==> src/rtl/n1_pbus_prefetch.sv <==
// Instruction prefetch for the N1 program bus: pipelined Wishbone reads into a DEPTH-entry FIFO feeding the IR.
// Latency: redirect -> strobe next cycle; ack -> word valid next cycle. Backpressure: credits on FIFO room and outstanding reads.
module n1_pbus_prefetch #(
    parameter int DEPTH = 4,
    parameter int AW    = 14
) (
    input  logic          clk_i,
    input  logic          sync_rst_i,
    output logic          pbus_cyc_o,
    output logic          pbus_stb_o,
    output logic [AW-1:0] pbus_adr_o,
    input  logic          pbus_ack_i,
    input  logic          pbus_stall_i,
    input  logic [15:0]   pbus_dat_i,
    input  logic          fc2pf_redir_i,
    input  logic [AW-1:0] fc2pf_redir_adr_i,
    output logic          pf2ir_vld_o,
    output logic [15:0]   pf2ir_dat_o,
    output logic [AW-1:0] pf2ir_adr_o,
    input  logic          ir2pf_rdy_i,
    output logic          pf2fc_empty_o
);
    localparam int PW = (DEPTH > 1) ? $clog2(DEPTH) : 1;
    localparam int CW = PW + 1;

    typedef enum logic {IDLE, RUN} state_t;

    state_t        state, state_nxt;
    logic [CW-1:0] cnt_i, cnt_v, cnt_c;
    logic [CW-1:0] i_eff, v_eff;
    logic [CW:0]   occ;
    logic [PW-1:0] rd_ptr, wr_ptr;
    logic [15:0]   mem_dat [DEPTH];
    logic [AW-1:0] mem_adr [DEPTH];
    logic [AW-1:0] fetch_adr, push_adr;
    logic          credit_ok, accept, ack_live, ack_valid, pop;

    always_comb begin
        state_nxt  = state;
        occ        = {1'b0, cnt_c} + {1'b0, cnt_v};
        credit_ok  = (occ < (CW+1)'(DEPTH)) && (cnt_i < CW'(DEPTH));
        pbus_stb_o = 1'b0;
        if (fc2pf_redir_i)
            state_nxt = RUN;
        if (state == RUN && credit_ok && !fc2pf_redir_i)
            pbus_stb_o = 1'b1;
        accept = pbus_stb_o && !pbus_stall_i;
        // A zero-wait slave acks the very request being accepted, so count it as outstanding already.
        i_eff     = cnt_i + CW'(accept);
        v_eff     = cnt_v + CW'(accept);
        ack_live  = pbus_ack_i && (i_eff != '0);
        ack_valid = ack_live && (i_eff == v_eff) && !fc2pf_redir_i;
        pop       = (cnt_c != '0) && ir2pf_rdy_i;
    end

    assign pbus_cyc_o    = pbus_stb_o || (cnt_i != '0);
    assign pbus_adr_o    = fetch_adr;
    assign pf2ir_vld_o   = (cnt_c != '0);
    assign pf2fc_empty_o = (cnt_c == '0);
    assign pf2ir_dat_o   = mem_dat[rd_ptr];
    assign pf2ir_adr_o   = mem_adr[rd_ptr];

    always_ff @(posedge clk_i) begin
        if (sync_rst_i) begin
            state     <= IDLE;
            cnt_i     <= '0;
            cnt_v     <= '0;
            cnt_c     <= '0;
            rd_ptr    <= '0;
            wr_ptr    <= '0;
            fetch_adr <= '0;
            push_adr  <= '0;
            for (int k = 0; k < DEPTH; k++) begin
                mem_dat[k] <= '0;
                mem_adr[k] <= '0;
            end
        end else begin
            state <= state_nxt;
            cnt_i <= i_eff - CW'(ack_live);
            if (fc2pf_redir_i) begin
                // Everything in flight becomes stale; only I keeps tracking it until the acks drain.
                cnt_v     <= '0;
                cnt_c     <= '0;
                rd_ptr    <= '0;
                wr_ptr    <= '0;
                fetch_adr <= fc2pf_redir_adr_i;
                push_adr  <= fc2pf_redir_adr_i;
            end else begin
                cnt_v <= v_eff - CW'(ack_valid);
                cnt_c <= cnt_c + CW'(ack_valid) - CW'(pop);
                if (pop)
                    rd_ptr <= rd_ptr + 1'b1;
                if (accept)
                    fetch_adr <= fetch_adr + 1'b1;
                if (ack_valid) begin
                    mem_dat[wr_ptr] <= pbus_dat_i;
                    mem_adr[wr_ptr] <= push_adr;
                    wr_ptr          <= wr_ptr + 1'b1;
                    push_adr        <= push_adr + 1'b1;
                end
            end
        end
    end
endmodule

==> config.mk <==
export PLATFORM = sky130hd
export DESIGN_NAME = n1_pbus_prefetch
export DESIGN_NICKNAME = d
export VERILOG_FILES = /design/src/rtl/n1_pbus_prefetch.sv
export SDC_FILE = /design/constraint.sdc
export NUM_CORES = 1
export LEC_CHECK = 0
export ABC_AREA = 1
export CAP_MARGIN = 10
export CELL_PAD_IN_SITES_DETAIL_PLACEMENT = 1
export CELL_PAD_IN_SITES_GLOBAL_PLACEMENT = 2
export CORE_UTILIZATION = 35
export DETAILED_ROUTE_END_ITERATION = 7
export PLACE_DENSITY_LB_ADDON = 0.1
export SETUP_SLACK_MARGIN = 0.4
export SLEW_MARGIN = 10
export SYNTH_ARGS = -nofsm -noshare
export SYNTH_HDL_FRONTEND = slang
export SYNTH_SLANG_ARGS = --single-unit
==> constraint.sdc <==
create_clock -name clk_i -period 7.2 [get_ports clk_i]
set_input_delay 1.44 -clock clk_i [delete_from_list [all_inputs] [get_ports clk_i]]
set_output_delay 1.44 -clock clk_i [all_outputs]
set_load 0.02 [all_outputs]
After elaboration in Yosys (flattened, before gate mapping) --
Memory sizes are Yosys's and may differ from the RTL's. A register that Yosys moved wholly into a read port is not among the register bits. Cells that the tools add are included. Widths: inputs -> output; s select.
Storage, ports and cells: bits in registers 42, RAM bits 120, output and inout port bits 48, word-level logic and storage cells 65, memories 2
Cells by class: add/subtract/negate cells 11, magnitude comparators 2, equality and inequality tests 1, mux-type cells 21, reductions and logical operators 20
Memories:
- mem_dat | words 4, bits a word 16, read ports 1, clocked after memory_dff 1, wr ports 4, RTL line 33 | logic [15:0] mem_dat [DEPTH];
- mem_adr | words 4, bits a word 14, read ports 1, clocked after memory_dff 1, wr ports 4, RTL line 34 | logic [AW-1:0] mem_adr [DEPTH];
Operators with widths (number):
- $mux 14 | 5
- $add 14x1->14 const B | 2
- $mux 16 | 1
- $reduce_or 16->1 | 1
- $reduce_or 14->1 | 1
- $mux 2 | 6
- $add 3x1->3 | 3
- $mux 1 | 9
- $reduce_bool 3->1 | 3
- $sub 3x1->3 | 3
- $logic_and 1x1->1 | 8
- $add 2x1->2 const B | 2
- $add 3x3->4 | 1
- $lt 4x3->1 const B | 1
- $reduce_bool 2->1 | 2
- $eq 3x3->1 | 1
- $logic_not 3->1 | 1
- $lt 3x3->1 const B | 1
- $logic_not 1->1 | 2
- $reduce_or 2->1 | 1
- $logic_or 1x1->1 | 1

Longest topological paths before layout --
Gate-level depths: netlist of the first run.
depth after elaboration 18, mapped depth 21

Worst setup path after synthesis of the first run --
Ideal clock, no wire load.
path type input to register, from input fc2pf_redir_i, to memory mem_adr[0][0], enable pin, library setup time 459 ps, arrival 5480 ps, data required time 6741 ps, slack 1261 ps, cell stages on the path 14, buffers on the path 0, path through inv_2 -> nand3_1 -> nor2_1 -> nand2_1 -> inv_1 -> ha_1 -> ha_1 -> inv_2 -> nand2_1 -> nand2_1 -> nand2_2 -> nor2_8 -> nand3_1 -> o21ai_0
RTL lines:
- start: declaration | RTL line 15 | input logic fc2pf_redir_i,
- end: declaration | RTL line 34

Worst setup path in the final report of the first run --
from input fc2pf_redir_i, to register cnt_c[2]
On the way: longest elaborated chain between the ends 11, elaborated cells on any way between the ends 14, classes of those cells add/sub: 4; eq/ne: 1; mux: 1; reduce/logical: 8
RTL lines:
- $logic_not 1->1 | RTL line 45, 52
- $logic_and 1x1->1 | RTL line 45 | if (state == RUN && credit_ok && !fc2pf_redir_i)
- $mux 1 | RTL line 45
- $logic_and 1x1->1 | RTL line 47 | accept = pbus_stb_o && !pbus_stall_i;
- $add 3x1->3 | RTL line 49 | i_eff = cnt_i + CW'(accept);
- $reduce_bool 3->1 | RTL line 51 | ack_live = pbus_ack_i && (i_eff != '0);
- $logic_and 1x1->1 | RTL line 51
- $logic_and 1x1->1 (2 in a row) | RTL line 52 | ack_valid = ack_live && (i_eff == v_eff) && !fc2pf_redir_i;
- $add 3x1->3 | RTL line 90 | cnt_c <= cnt_c + CW'(ack_valid) - CW'(pop);
- $sub 3x1->3 | RTL line 90
- end signal: assignment | RTL line 90
- end: declaration | RTL line 29 | logic [CW-1:0] cnt_i, cnt_v, cnt_c;
Parallel ways exist; a longest one is shown, timed or not. A chain may end at the register's enable or synchronous reset.

==> flow_summary.toml, run 1 <==
[drt]
via_per_inst = 5.06
routed_wirelength_um = 21800
drc = 0
drtPass1Iterations = 4
wl_per_cell_um = 17.5
num_vias = 6278
ant_nets = 0
first_iter_violations = 216

[yosys]
syn-num-nets = 928
synth_mux_area_share_pct = 0
synthCells = 878
synth.most_common_cell = "nor2_1"
synth_ff_type = "edfxtp_1"
syn-cell-area_sq_um = 7860
ys_top_cells_by_area = "edfxtp_1 (46%), dfxtp_1 (11%), nor2_1 (8.4%)"
async_flop_share_pct = 0
yosys.area_share.simple_pct = 23.1
synth-seq-area-share_pct = 57.1
netlist_top_cells_count = "nor2_1 (175), nand2_1 (141), edfxtp_1 (120)"
synth_top_cell_area_share_pct = 45.9
synth.ff_latch_count = 164
yosys.area_share.adder_pct = 2.32
ys_warn_count = 0
synth-xor-area-share_pct = 1.00
synth_cell_types = 34
synth_compound_area_share_pct = 10.0
synth_area_leader_cell = "edfxtp_1"
synth_top_family_by_area = "simple AND/OR/NAND/NOR gates"
synth_edf_count = 120
syn_area_per_cell_sq_um = 8.95

[finish]
drive_above_1_share_pct = 7.60
fillers = 2557
diodes = 0
nets = 999
fin_area_sq_um = 9520
areaGrowthSynthToFinish_pct = 21.2

[cts]
clk-insertion-delay-late_ns = 0.43
cts-root-buf = "clkbuf_16"
holdBufCountCts = 0
cts_tree = "yes"
clk_path_buf_depth = 2
cts_resized = 0
path_clk_slew_ns = 0.07
clock-sinks = 164
post-cts-setup-buffers = 0
cts_buffers = 17
ctsHtreeMaxLevel = 4

[floorplan]
dieArea_sq_um = 23100
fp.dieH_um = 152
core-area_sq_um = 21900
start_util_pct = 35.9
die_x_um = 152
row_count = 54
io_pins = 84

[worst_setup_path]
cpPeakStageDelay_ns = 0.40
cp-start-kind = "input port"
crit_slowest_cell = "ha_1"
critPathKind = "in2reg"
critPathBufInv = 6
cpMostUsedCell = "ha_1"
crit_arrival_ns = 5.72
path_max_fanout = 25
cp.required_ns = 7.52
critPathTopFamily = "adder cells"
cp_cell_sequence = "clkdlybuf4s50_1, buf_4, inv_2, nand3_1, nor2_1, nand2_1, inv_1, ha_1, ha_1, inv_2, nand2_1, nand2_1, nand2_2, nor2_8, nand3_1, ha_1, inv_1, ha_1, fa_1, xor2_1, o21ai_0, a21oi_1"
worstSetupEndpointType = "flop"

[power]
leakage_uw = 0.00376
power.density_nw_per_um2 = 276
ir_drop_mv = 0.155

[sta]
post-route-min-period_ns = 5.39
max_slew_margin_pct = 24.4
whs_ns = 0.478
setup_viol_count_final = 0
post-route-period-util_pct = 74.9
setup_tns_ns = 0
hold_viol = 0
rsz0062_at_grt = "no"
slew_violations = 0
fmax_ghz = 0.185
tightest_slew_ns = 1.13
finClkSkew_ns = 0.00971

[place]
dpl_cell_area_sq_um = 8940
portBuffers = 83
dpl.hpwl_um = 14200
gp_congestion = 0.791

[grt]
grt_usage_pct = 19.5
antenna_found_initial = 0
grt_pass1_vias = 6711
grt_pass1_wl_um = 35300
overflow = 0
grt_max_degree = 62

[outcome]
outcome = "completed"

[min_path]
min_path_type = "reg2reg"

[job]
cap_violations = 0
==> cell type report <==
cell class | instances | area, sq um | area share, %
Sequential cell | 164 | 4490 | 47.1
Multi-Input combinational cell | 589 | 2880 | 30.2
Timing Repair Buffer | 95 | 921 | 9.67
Clock buffer | 17 | 425 | 4.47
Tap cell | 280 | 350 | 3.68
Inverter | 82 | 308 | 3.23
Clock inverter | 14 | 155 | 1.63
==> path summary, 6_finish.rpt <==
| kind | cells after the start | slack [ns] | end | start |
|---|---|---|---|---|
| worst max-delay path | 22 | 1.81 | cnt_c[2] | fc2pf_redir_i |
| worst min-delay path | 1 | 0.48 | flop | rd_ptr[0] |
| worst max register to register | 21 | 3.14 | cnt_c[2] | cnt_v[2] |
| worst min register to register | 1 | 0.48 | flop | rd_ptr[0] |
==> registers in the layout (all words and copies together), names as in the netlist, named ones only <==
signal	count
push_adr	14
state	1
cnt_v	3
cnt_i	3
mem_dat	64
pbus_adr_o	14
mem_adr	56
rd_ptr	2
wr_ptr	2
cnt_c	3
==> per-layer routing <==
layer  up-vias  GRT usage [%]  wire length (um)  part of all wire (%)
li1       3094              -                 -                     -
met1      3073           24.6             10100                    47
met2        90           34.5             10800                    50
met3        21           2.85               508                   2.3
met4         0           5.67               286                   1.3
met5         -              0                 0                     0
==> worst register-to-register path: cells and delay by family, from the launching register on <==
family	cells	cell delay [ns]
AOI/OAI and AO/OA	2	0.23
xor gates and xnor gates	1	0.18
and+or+nand+nor	9	1.17
buffers and inverters	3	0.33
DFF	1	0.34
adders and majority gates	6	1.70
==> per-stage QoR <==
step | power [uW] | instances | util, % | setup WS, ns
2_1_floorplan | 1510 | 878 | - | 1.26
3_3_place_gp | 1730 | 1210 | 40.8 | 1.50
3_5_place_dp | 1740 | 1210 | 40.8 | 1.33
4_1_cts | 2650 | 1241 | 43.5 | 1.78
5_1_grt | 2750 | 1241 | 43.5 | 1.40
6_report | 2630 | 1241 | 43.5 | 1.81
==> kinds of logic after synthesis <==
kind of cell	Yosys count
compound gates	147
xor+xnor	9
fa+ha+maj	14
buf+inv	125
flops	164
simple gates	419
==> where the power goes <==
group          switching [uW]  internal (uW)
clock network             400            514
registers                49.1           1100
logic                     364            204
==> layout by cell type, fill, tap and decap left out, types with 7 or more instances in the layout <==
master | synthesis | layout
a21oi_1 | 18 | 18
buf_4 | 1 | 12
clkbuf_16 | 0 | 17
clkdlybuf4s50_1 | 0 | 83
dfxtp_1 | 44 | 43
edfxtp_1 | 120 | 120
ha_1 | 13 | 13
inv_1 | 75 | 75
nand2_1 | 141 | 141
nand3_1 | 44 | 44
nor2_1 | 175 | 175
nor3_1 | 31 | 31
nor3_2 | 10 | 10
o21ai_0 | 90 | 88
o22ai_1 | 30 | 30
xor2_1 | 7 | 7
Note: power is estimated with default switching activity, not from simulation.
==> run 2, diff against run 1 <==
--- a/config.mk
+++ b/config.mk
@@ -9,7 +9,7 @@
 export CAP_MARGIN = 10
 export CELL_PAD_IN_SITES_DETAIL_PLACEMENT = 1
 export CELL_PAD_IN_SITES_GLOBAL_PLACEMENT = 2
-export CORE_UTILIZATION = 35
+export CORE_UTILIZATION = 32
 export DETAILED_ROUTE_END_ITERATION = 7
 export PLACE_DENSITY_LB_ADDON = 0.1
 export SETUP_SLACK_MARGIN = 0.4
==> constraint.sdc (replaced) <==
create_clock -name clk_i -period 4.75 [get_ports clk_i]
set_input_delay 0.95 -clock clk_i [delete_from_list [all_inputs] [get_ports clk_i]]
set_output_delay 0.95 -clock clk_i [all_outputs]
set_load 0.02 [all_outputs]
==> run 2 against run 1 <==
Compared with the run above:
- critical endpoint unchanged
- largest cell class unchanged
- sequential share of layout area decreased by 0.44 points
- final cell count rose by 3.5%
- die area rose by 9.2%
- core utilization decreased by 3.0 points
- clock skew about the same
- via count increased by 0.57%
- critical path depth is 1 lower
- highest routed layer unchanged
- combinational power up 53%
==> flow_summary.toml, run 2 (synthesis gave the netlist of run 1 again) <==
[outcome]
outcome = "completed"

[drt]
via_per_inst = 4.91
first_iter_violations = 278
routed_wirelength_um = 22100
num_vias = 6314
ant_nets = 0
wl_per_cell_um = 17.2
drtPass1Iterations = 4
drc = 0

[worst_setup_path]
cpPeakStageDelay_ns = 0.44
crit_slowest_cell = "clkdlybuf4s50_1"
critPathKind = "in2reg"
worstSetupEndpointType = "flop"
cp_cell_sequence = "clkdlybuf4s50_1, inv_2, nand3_1, nor2_1, nand2_1, inv_1, ha_1, ha_1, inv_2, nand2_1, nand2_1, nand2_2, nor2_8, nand3_1, ha_1, inv_1, ha_1, fa_1, xor2_1, o21ai_0, a21oi_1"
cp.required_ns = 5.07
path_max_fanout = 4
rrSetupSlack_ns = 1.05
critPathTopFamily = "adder cells"
crit_arrival_ns = 4.23
critPathBufInv = 5
cp-start-kind = "input port"
cpMostUsedCell = "ha_1"

[job]
cap_violations = 0

[cts]
ctsHtreeMaxLevel = 4
clock-sinks = 164
clk-insertion-delay-late_ns = 0.43
clk_path_buf_depth = 2
cts-root-buf = "clkbuf_16"
holdBufCountCts = 0
cts_buffers = 17
post-cts-setup-buffers = 0
path_clk_slew_ns = 0.07
cts_resized = 0
cts_tree = "yes"

[floorplan]
start_util_pct = 33.1
io_pins = 84
dieArea_sq_um = 25200
fp.dieH_um = 159
die_x_um = 159
core-area_sq_um = 23800
row_count = 56

[power]
power_frac_clock_pct = 34.1
power.switching_uw = 1240
ir_drop_mv = 0.219
leakage_uw = 0.00376
p_total_uw = 3950
seq_power_share_pct = 44.0
p_int_uw = 2720
swShare_pct = 31.3
p_comb_share_pct = 22.0
power.density_nw_per_um2 = 412

[finish]
areaGrowthSynthToFinish_pct = 22.3
top_register = "mem_dat"
reg.largest.list = "mem_dat: 64 flops, mem_adr: 56 flops"
fillers = 2728
nets = 1003
utilization_pct = 40.5
layout_commonest_cell = "nor2_1"
final_cell_mix = "nor2_1 (175), nand2_1 (140), edfxtp_1 (120)"
seqCellArea_sq_um = 4490
multiInputGateArea_sq_um = 2880
largest_reg_flops = 64
drive_above_1_share_pct = 8.07
diodes = 0

[min_path]
min_path_type = "reg2reg"

[grt]
overflow = 0
antenna_found_initial = 0
grt_pass1_vias = 6722
grt_usage_pct = 18.2
grt_pass1_wl_um = 35800
grt_max_degree = 61

[sta]
rsz0062_at_grt = "no"
post-route-period-util_pct = 82.3
slew_violations = 0
setup_tns_ns = 0
post-route-min-period_ns = 3.91
hold_viol = 0
max_slew_margin_pct = 37.5
finClkSkew_ns = 0.0101
tightest_slew_ns = 0.934
setup_viol_count_final = 0
fmax_ghz = 0.256

[place]
dpl.hpwl_um = 14400
portBuffers = 83
gp_congestion = 0.841
==> run 2: cell type report <==
type                       count  area share (%)
sequential                   164            46.7
multi-input combinational    589            29.9
timing repair buffer          99            10.0
clock buffer                  18            4.47
tap                          319            4.15
inverter                      82            3.20
clock inverter                14            1.52
==> run 2: worst paths after layout <==
path                               startpoint        end  depth (start not counted)
worst max-delay path            fc2pf_redir_i   cnt_c[2]                         21
worst min-delay path                rd_ptr[1]  rd_ptr[1]                          2
worst max register to register       cnt_v[2]   cnt_c[2]                         21
worst min register to register      rd_ptr[1]  rd_ptr[1]                          2
==> run 2: worst register-to-register path, stage by stage, from the launching register on <==
cell and delay (ns):
dfxtp_1 0.34, ha_1 0.29, nor2_1 0.12, nand2_1 0.10, nor2_1 0.18, nand2_1 0.09
inv_1 0.13, ha_1 0.17, ha_1 0.27, inv_2 0.10, nand2_1 0.05, nand2_1 0.07
nand2_2 0.10, nor2_8 0.14, nand3_1 0.11, ha_1 0.30, inv_1 0.04, ha_1 0.18
fa_1 0.39, xor2_1 0.19, o21ai_0 0.16, a21oi_1 0.06
==> run 2: stage by stage <==
stage | hold WS [ns] | cell area, sq um | std cells | worst slack (ns)
after floorplan | 0.436 | 7860 | 878 | 0.104
after global placement | 0.458 | 9030 | 1253 | 0.486
after global routing | 0.509 | 9610 | 1285 | 0.551
after detailed placement | 0.467 | 9030 | 1253 | 0.340
final | 0.474 | 9610 | 1285 | 0.840
after CTS | 0.479 | 9610 | 1285 | 0.801
==> run 2: power by group through the flow <==
stage | clock [uW] | combinational [uW] | sequential (uW)
floorplan | 0 | 533 | 1760
global placement | 0 | 863 | 1770
detailed placement | 0 | 883 | 1770
CTS | 1390 | 887 | 1740
global route | 1440 | 957 | 1750
finish | 1350 | 869 | 1740
==> run 2: metal layers <==
layer	vias to the layer above	part of all wire [%]	global-route usage, %
met5	-	0	0
met4	0	1.5	5.60
met3	25	2.7	3.08
met2	91	51	32.8
met1	3093	45	21.9
li1	3105	-	-
